`config.mk`:
```
export PLATFORM = sky130hd
export DESIGN_NAME = count_param_flat
export DESIGN_NICKNAME = d
export VERILOG_FILES = /design/src/rtl/count_param_if.sv /design/src/rtl/count_param.sv /design/src/flat_wrapper.sv
export SDC_FILE = /design/constraint.sdc
export NUM_CORES = 1
export LEC_CHECK = 0
export BUFFER_PORTS_ARGS = -buffer_cell sky130_fd_sc_hd__buf_2
export CORE_AREA = 10 10 47 49
export DETAILED_ROUTE_END_ITERATION = 16
export DIE_AREA = 0 0 57 59
export GPL_TIMING_DRIVEN = 0
export HOLD_SLACK_MARGIN = 0.02
export PLACE_DENSITY_LB_ADDON = 0.15
export SETUP_SLACK_MARGIN = 0.4
export SYNTH_ARGS = -nofsm -noshare
export SYNTH_HDL_FRONTEND = slang
export SYNTH_SLANG_ARGS = --single-unit
```
`constraint.sdc`:
```
create_clock -name clk -period 1.6 [get_ports clk]
set_input_delay 0.32 -clock clk [delete_from_list [all_inputs] [get_ports clk]]
set_output_delay 0.32 -clock clk [all_outputs]
set_load 0.02 [all_outputs]
```
`src/rtl/count_param_if.sv`:
```
// Counter control/data bundle for count_param: enable, mode, load value, count and carry pulse.
// The master side drives control and load data; the slave side (the counter) returns Q and rco.
interface count_param_if #(
    parameter int unsigned WIDTH = 4
);
    logic             enable;
    logic [1:0]       modo;
    logic [WIDTH-1:0] D;
    logic [WIDTH-1:0] Q;
    logic             rco;

    modport master (
        output enable,
        output modo,
        output D,
        input  Q,
        input  rco
    );

    modport slave (
        input  enable,
        input  modo,
        input  D,
        output Q,
        output rco
    );
endinterface

```
`src/rtl/count_param.sv`:
```
// Parametrised up/down/step/load counter with a registered one-cycle ripple-carry pulse.
// Define COUNT_PARAM_SAT_EN to saturate at the count bounds instead of wrapping.
module count_param #(
    parameter int unsigned WIDTH = 4,
    parameter int unsigned STEP  = 3
) (
    input  logic          clk,
    input  logic          reset,
    count_param_if.slave  bus
);

    typedef enum logic [1:0] {
        ModeInc  = 2'b00,
        ModeDec  = 2'b01,
        ModeStep = 2'b10,
        ModeLoad = 2'b11
    } mode_e;

    if (WIDTH < 2 || WIDTH > 32) begin : g_bad_width
        $error("count_param: WIDTH must be in 2..32");
    end
    if (STEP < 1 || 64'(STEP) >= (64'd1 << WIDTH)) begin : g_bad_step
        $error("count_param: STEP must be in 1..2^WIDTH-1");
    end

    localparam logic [WIDTH:0]   StepW = (WIDTH + 1)'(STEP);
    localparam logic [WIDTH-1:0] QMax  = {WIDTH{1'b1}};

    logic [WIDTH-1:0] q_q, q_d;
    logic             rco_q, rco_d;

    // One extra bit on each result: carry-out on increment, borrow on the subtracts.
    logic [WIDTH:0] inc_w, dec_w, step_w;
    mode_e          mode;

    assign inc_w  = {1'b0, q_q} + {{WIDTH{1'b0}}, 1'b1};
    assign dec_w  = {1'b0, q_q} - {{WIDTH{1'b0}}, 1'b1};
    assign step_w = {1'b0, q_q} - StepW;
    assign mode   = mode_e'(bus.modo);

    always_comb begin
        q_d   = q_q;
        rco_d = 1'b0;
        if (bus.enable) begin
            unique case (mode)
                ModeInc: begin
                    rco_d = inc_w[WIDTH];
`ifdef COUNT_PARAM_SAT_EN
                    q_d = inc_w[WIDTH] ? QMax : inc_w[WIDTH-1:0];
`else
                    q_d = inc_w[WIDTH-1:0];
`endif
                end
                ModeDec: begin
                    rco_d = dec_w[WIDTH];
`ifdef COUNT_PARAM_SAT_EN
                    q_d = dec_w[WIDTH] ? '0 : dec_w[WIDTH-1:0];
`else
                    q_d = dec_w[WIDTH-1:0];
`endif
                end
                ModeStep: begin
                    rco_d = step_w[WIDTH];
`ifdef COUNT_PARAM_SAT_EN
                    q_d = step_w[WIDTH] ? '0 : step_w[WIDTH-1:0];
`else
                    q_d = step_w[WIDTH-1:0];
`endif
                end
                ModeLoad: begin
                    // A load always pulses rco, matching the legacy counter.
                    q_d   = bus.D;
                    rco_d = 1'b1;
                end
                default: begin
                    q_d   = q_q;
                    rco_d = 1'b0;
                end
            endcase
        end
    end

    always_ff @(posedge clk) begin
        if (reset) begin
            q_q   <= '0;
            rco_q <= 1'b0;
        end else begin
            q_q   <= q_d;
            rco_q <= rco_d;
        end
    end

    assign bus.Q   = q_q;
    assign bus.rco = rco_q;

    a_modo_known: assert property (@(posedge clk) disable iff (reset)
        bus.enable |-> !$isunknown(bus.modo))
        else $error("count_param: modo is X/Z while enable=1");

endmodule

```
`src/flat_wrapper.sv`:
```
// flat-port wrapper written by rule: the top's interface ports become plain ports
module count_param_flat 
#(
    parameter int unsigned WIDTH = 4,
    parameter int unsigned STEP  = 3
)
  (clk, reset, bus_enable, bus_modo, bus_D, bus_Q, bus_rco);
  count_param_if #(.WIDTH(WIDTH)) bus_i ();
  input  logic clk;
  input  logic reset;
  input wire logic [$bits(bus_i.enable)-1:0] bus_enable;
  input wire logic [$bits(bus_i.modo)-1:0] bus_modo;
  input wire logic [$bits(bus_i.D)-1:0] bus_D;
  output wire logic [$bits(bus_i.Q)-1:0] bus_Q;
  output wire logic [$bits(bus_i.rco)-1:0] bus_rco;
  assign bus_i.enable = bus_enable;
  assign bus_i.modo = bus_modo;
  assign bus_i.D = bus_D;
  assign bus_Q = bus_i.Q;
  assign bus_rco = bus_i.rco;
  count_param #(.WIDTH(WIDTH), .STEP(STEP)) u_core (.clk(clk), .reset(reset), .bus(bus_i));
endmodule
```
==> summary.md, run 1 <==
| Metric | Value |
|---|---|
| Initial detailed-routing violation count | `6` |
| Vias | `479` |
| Post-layout min period | `1.28 ns` |
| Finished Layout Cells | `91` |
| All-Layer GR Usage | `8.15%` |
| Met2 WL | `618 um` |
| Inst Count DP | `84` |
| Slew Viols, Final | `0` |
| Clock sink count | `5` |
| Core area | `between 1000 and 1500 sq um` |
| Final #Nets | `87` |
| Diodes inserted | `0` |
| Crit path DAT | `approximately 1.4 ns` |
| Final core utilization | `between 40% and 50%` |
| Via density | `5.26` |
| Clock latency on the worst-skew pair | `0.25 ns` |
| Status | `finished clean` |
| Routed Antenna Nets | `0` |
| Clock-pin slew on the worst setup and hold paths | `around 0.05 ns` |
| Avg Inst Size Synth | `8.19 sq um` |
| Post-synth ARST share | `0%` |
| Met3 wire length | `around 28 um` |
| Synth Register Bits | `5` |
| RSZ-0062 raised after global routing | `true` |
| Port Buffers | `11` |
| Sequential element share of the synthesized area | `21.4%` |
| Bufs and invs on worst path | `2` |
| R2R cell count | `7` |
| Remaining Overflow, GRT | `0` |
| Starting Density | `33.3%` |
| Worst hold endpoint | `u_core.bus.Q[0]` |
| Die Y | `between 50 and 60 um` |
| Critical-path top delay cell | `dfxtp_4` |
| Post-synth EDFFs | `0` |
| Fmax | `slightly below 800 MHz` |
| Cell variety after synth | `32` |
| Critical Path Source Type | `flop` |
| Mapped Area | `467 sq um` |
| Share of post-route cells with drive strength above 1 | `between 50% and 60%` |
| Yosys warnings | `0` |
| Top sig layer | `met4` |
| TritonRoute pass-1 iters | `5` |
| TritonCTS Buffers | `3` |
| # rows | `14` |
| Tightest Pin Transition | `0.247 ns` |
| Peak VDD IR | `219 uV` |
| Synthesized instance count | `57` |
| GP Congestion | `0.782` |
| Period utilization | `80.1%` |
| Setup Skew | `about 0.0022 ns` |
| Reg2reg setup slack | `0.32 ns` |
| Hold Crit Start | `reset` |
| Critical path type | `flop to flop` |
| Reg2reg end | `u_core.bus.rco` |
| Synthesis-to-layout area growth | `47.7%` |
| Final hold vios | `0` |
| Drt wl/cell | `14.7 um` |
| CTS tree | `done` |
| Crit-path max cell delay | `0.36 ns` |
| CP required | `1.76 ns` |
| Critical-path cell list | `buf_6, inv_4, ha_4, nand2_2, a211oi_2, a221oi_1, nor3b_1` |
| Largest net degree at the start of global routing | `11` |
| Die ar. | `3360 sq um` |
| H-tree depth | `1` |
| Reg2reg start | `u_core.bus.Q[0]` |
| DP HPWL | `872 um` |
| Rel. slew slack | `83.5%` |
| Max-cap viol count | `0` |
| Vias in the first global route | `483` |
| Hold Buf Count CTS | `0` |
| Crit end category | `flop` |
| Clk root buf | `clkbuf_4` |
| Synth Flop Type | `dfxtp_1` |
| Final hold slack | `0.297 ns` |
| Final Setup Violations | `0` |
| Leakage | `0.266 nW` |
| Die X | `57 um` |
| Clock tree buffer depth | `2` |
| Pwr Density | `704 nW/um^2` |
| Syn nets | `68` |
| Initial antenna violation count | `0` |
| First-pass GRT wire length | `2.21 mm` |
| Crit-path max FO | `3` |
| Post-route setup TNS | `0 ns` |
| Routed wire length | `1.34 mm` |
| Met1 WL | `673 um` |
| DRC | `0` |
| Top delay family on crit path | `flip-flops` |
| Worst Hold Depth | `2` |
| Worst min path class | `input port to flop` |
| Num ports | `14` |
per-stage QoR:
stage	setup WS, ns	instance area [sq um]	power [mW]
floorplan	0.327	505	0.257
global placement	0.285	581	0.298
detailed placement	0.257	581	0.298
CTS	0.293	662	0.479
global route	0.251	689	0.517
finish	0.318	689	0.485
state kept, by name, indices dropped and copies added (netlist names):
signal / count
u_core.bus.Q: 4
u_core.bus.rco: 1
layer usage:
metal  GRT usage, %  vias up
li1               -      257
met1           10.3      210
met4           6.04        0
met5              0        -
met3           1.72        2
met2           11.8       10
worst max-delay path by stage:
stage / cells after the start / slack [ns] / to / startpoint
finish: 7 / 0.32 / u_core.bus.rco / u_core.bus.Q[0]
global route: 6 / 0.25 / u_core.bus.Q[3] / u_core.bus.Q[0]
CTS: 6 / 0.29 / u_core.bus.Q[1] / u_core.bus.Q[0]
detailed placement: 6 / 0.26 / u_core.bus.Q[1] / u_core.bus.Q[0]
global placement: 6 / 0.29 / u_core.bus.Q[1] / u_core.bus.Q[0]
floorplan: 6 / 0.33 / u_core.bus.Q[1] / u_core.bus.Q[0]
power breakdown:
group / leakage (nW) / internal, mW / switching [mW]
logic: 0.207 / 0.0895 / 0.0856
clock network: 0.0150 / 0.0948 / 0.0603
registers: 0.0436 / 0.136 / 0.0192
total: 0.266 / 0.320 / 0.165
synthesized netlist by cell type, types with 2 or more instances:
master | number | area [sq um]
o21ai_0 | 2 | 10.0
nor2_1 | 2 | 7.51
nor2b_1 | 2 | 12.5
nand2_1 | 2 | 7.51
ha_1 | 2 | 25.0
nor3_1 | 2 | 10.0
a21oi_1 | 3 | 15.0
buf_6 | 2 | 22.5
nor3b_1 | 4 | 30.0
inv_1 | 2 | 7.51
nand2b_1 | 3 | 18.8
dfxtp_1 | 5 | 100
a31oi_1 | 4 | 25.0
nand3b_1 | 2 | 15.0
a211oi_1 | 3 | 22.5
placed cells by master (no fill, tap or decap), types with 2 or more instances in the layout:
cell	instances
a211oi_1	2
a21oi_1	3
a31oi_1	4
buf_2	10
buf_4	3
buf_6	4
clkbuf_4	3
dfxtp_4	3
ha_4	2
nand2b_1	2
nand3b_1	2
nor2_1	2
nor3_1	2
nor3b_1	3
nor3b_2	2
o21ai_0	2
logic make-up after synthesis:
| logic type | synth area share [%] |
|---|---|
| compound gates | 28.4 |
| fa+ha+maj | 5.36 |
| simple gates | 34.6 |
| buf+inv | 10.2 |
| flops | 21.4 |
worst register-to-register path, cell delays in order (launching register included):
cell      delay (ns)
dfxtp_4         0.36
buf_6           0.13
inv_4           0.05
ha_4            0.13
nand2_2         0.05
a211oi_2        0.19
a221oi_1        0.07
nor3b_1         0.22
repair_timing:
action	CTS	global route
setup buffers	3	0
cloned	0	0
endpoints found under the setup margin	6	6
pin swaps	4	5
resized for setup	7	7
final cells by class:
type	instances	area [sq um]
buffer	5	46.3
clock buffer	4	26.3
fill	149	712
inverter	2	10.0
multi-input combinational	45	378
sequential	5	113
tap	16	20.0
timing repair buffer	14	96.3
Note: power is estimated with default switching activity, not from simulation.
==> run 2, diff against run 1 <==
==> constraint.sdc (replaced) <==
create_clock -name clk -period 1.2 [get_ports clk]
set_input_delay 0.24 -clock clk [delete_from_list [all_inputs] [get_ports clk]]
set_output_delay 0.24 -clock clk [all_outputs]
set_load 0.02 [all_outputs]
==> run 2 against run 1 <==
Compared with the run above:
- the run now ends with negative setup slack left
- clock power rose by 32%
- die area unchanged
- power grew 43%
- count of clock-buffer cells in the layout did not move
- critical path depth unchanged
- clock skew about the same
- global-route usage increased by 0.35 points
- hold slack worse by 0.076 ns
- utilization rose by 6.7 points
- first-iteration DRC count down 67%
- critical path type unchanged
- largest cell class unchanged
- highest routed layer unchanged
==> summary.md, run 2 (same netlist as run 1, synthesis figures left out) <==
| Metric | Value |
|---|---|
| Crit end category | `flop` |
| Net Switching | `232 uW` |
| Largest net degree at the start of global routing | `11` |
| CTS tree | `done` |
| Critical path type | `flop to flop` |
| Hold Crit Start | `reset` |
| # rows | `14` |
| Clk pwr share | `29.5%` |
| Routed Antenna Nets | `0` |
| Tightest Pin Transition | `0.222 ns` |
| CP required | `1.35 ns` |
| Clk root buf | `clkbuf_4` |
| Initial antenna violation count | `0` |
| Clock latency on the worst-skew pair | `0.25 ns` |
| RSZ-0062 raised after global routing | `true` |
| Clock sink count | `5` |
| Critical Path Source Type | `flop` |
| Pwr Density | `883 nW/um^2` |
| Post-route setup TNS | `-0.303 ns` |
| Internal power | `460 uW` |
| All-Layer GR Usage | `under 10%` |
| Status | `complete, but fails checks` |
| Share of post-route cells with drive strength above 1 | `approximately 60%` |
| Most frequent cells in the layout | `buf_6, buf_4, buf_2` |
| Diodes inserted | `0` |
| Combinational share of power | `41.0%` |
| Remaining Overflow, GRT | `0` |
| Routed wire length | `1.43 mm` |
| Port Buffers | `11` |
| H-tree depth | `1` |
| TritonRoute pass-1 iters | `3` |
| Worst Hold Depth | `2` |
| TritonCTS Buffers | `3` |
| Final Setup Violations | `4` |
| Max reg flops | `4` |
| Failing checks | `negative setup slack` |
| Crit-path max cell delay | `0.36 ns` |
| Reg power frac | `29.4%` |
| Reg2reg setup slack | `-0.09 ns` |
| First-pass GRT wire length | `~2.3 mm` |
| Clock-pin slew on the worst setup and hold paths | `0.05 ns` |
| GP Congestion | `between 0.7 and 0.8` |
| R2R cell count | `7` |
| Bufs and invs on worst path | `2` |
| Max-cap viol count | `0` |
| Via density | `between 5 and 6` |
| Crit path DAT | `roughly 1.4 ns` |
| Final hold vios | `0` |
| Worst min path class | `input port to flop` |
| Core area | `1400 sq um` |
| Worst hold endpoint | `u_core.bus.Q[0]` |
| Place WS | `-0.120 ns` |
| Critical-path top delay cell | `dfxtp_4` |
| DP HPWL | `888 um` |
| Die Y | `59 um` |
| Drt wl/cell | `14.7 um` |
| Crit-path max FO | `4` |
| Fraction of power spent switching nets | `33.5%` |
| Filler cells | `137` |
| Die ar. | `between 3000 and 4000 sq um` |
| Reg2reg start | `u_core.bus.Q[0]` |
| Setup crit start | `u_core.bus.Q[0]` |
| Vias | `around 520` |
| Critical-path cell list | `buf_6, inv_4, ha_4, nand2_2, a211oi_2, a221oi_1, nor3b_1` |
| Final #Nets | `93` |
| Commonest non-fill, non-tap cell in the layout | `buf_6` |
| Period utilization | `107%` |
| DRC | `0` |
| Rel. slew slack | `85.0%` |
| Reg2reg end | `u_core.bus.rco` |
| Clock tree buffer depth | `2` |
| Final setup margin | `-0.0861 ns` |
| Initial detailed-routing violation count | `2` |
| Hold Buf Count CTS | `0` |
| Leakage | `0.307 nW` |
| Peak VDD IR | `331 uV` |
| Num ports | `14` |
| Top delay family on crit path | `flip-flops` |
| Die X | `~57 um` |
| Setup Skew | `around 0.0022 ns` |
| Slew Viols, Final | `0` |
| Starting Density | `33.3%` |
| Synthesis-to-layout area growth | `67.8%` |
| Tot Pwr | `692 uW` |
| Post-layout min period | `1.29 ns` |
| Fmax | `778 MHz` |
| Vias in the first global route | `496` |
==> run 2: cell types whose count changed in the layout (fill, tap and decap cells not counted), sizes merged <==
cell           delta
buf               +5
clkdlybuf4s18     +1
==> run 2: power groups by stage <==
stage | Combinational [mW] | Clock, mW | Sequential, mW
5_1_grt | 0.305 | 0.225 | 0.207
2_1_floorplan | 0.122 | 0 | 0.221
3_3_place_gp | 0.187 | 0 | 0.210
4_1_cts | 0.277 | 0.210 | 0.202
6_report | 0.284 | 0.204 | 0.204
3_5_place_dp | 0.188 | 0 | 0.210
==> run 2: worst max path at each step <==
stage / cells past startpoint / endpoint / slack, ns
floorplan: 6 / u_core.bus.Q[1] / -0.07
global placement: 6 / u_core.bus.Q[1] / -0.11
detailed placement: 6 / u_core.bus.Q[1] / -0.12
CTS: 6 / u_core.bus.Q[1] / -0.09
global route: 6 / u_core.bus.Q[1] / -0.18
finish: 7 / u_core.bus.rco / -0.09
==> run 2: metal layers <==
layer	GRT usage [%]	vias up	routed length [um]
met2	12.9	12	648
met1	10.4	241	690
met3	3.00	2	69
met5	0	-	0
met4	4.03	0	17
li1	-	267	-
==> run 2: area by class of cell <==
type,instances,area (sq um),share of cell area (%)
Multi-Input combinational cell,45,400,51.1
Timing Repair Buffer,20,164,20.9
Sequential cell,5,116,14.9
Buffer,5,46.3,5.91
Clock buffer,4,26.3,3.35
Tap cell,16,20.0,2.56
Inverter,2,10.0,1.28
==> run 2: repair_timing <==
item	in CTS	in global routing
pin swaps	9	7
endpoints found under the setup margin	10	10
cloned	0	0
hold endpoints to repair	0	0
gates resized for setup	28	2
setup buffers	9	0
==> run 2: stage by stage <==
step / hold WS [ns] / utilization, % / std cells / instance area (sq um)
floorplan: 0.302 / - / 57 / 505
global placement: 0.480 / 41.4 / 84 / 581
detailed placement: 0.477 / 41.4 / 84 / 581
CTS: 0.217 / 55.0 / 97 / 771
global route: 0.225 / 55.9 / 97 / 783
finish: 0.221 / 55.9 / 97 / 783
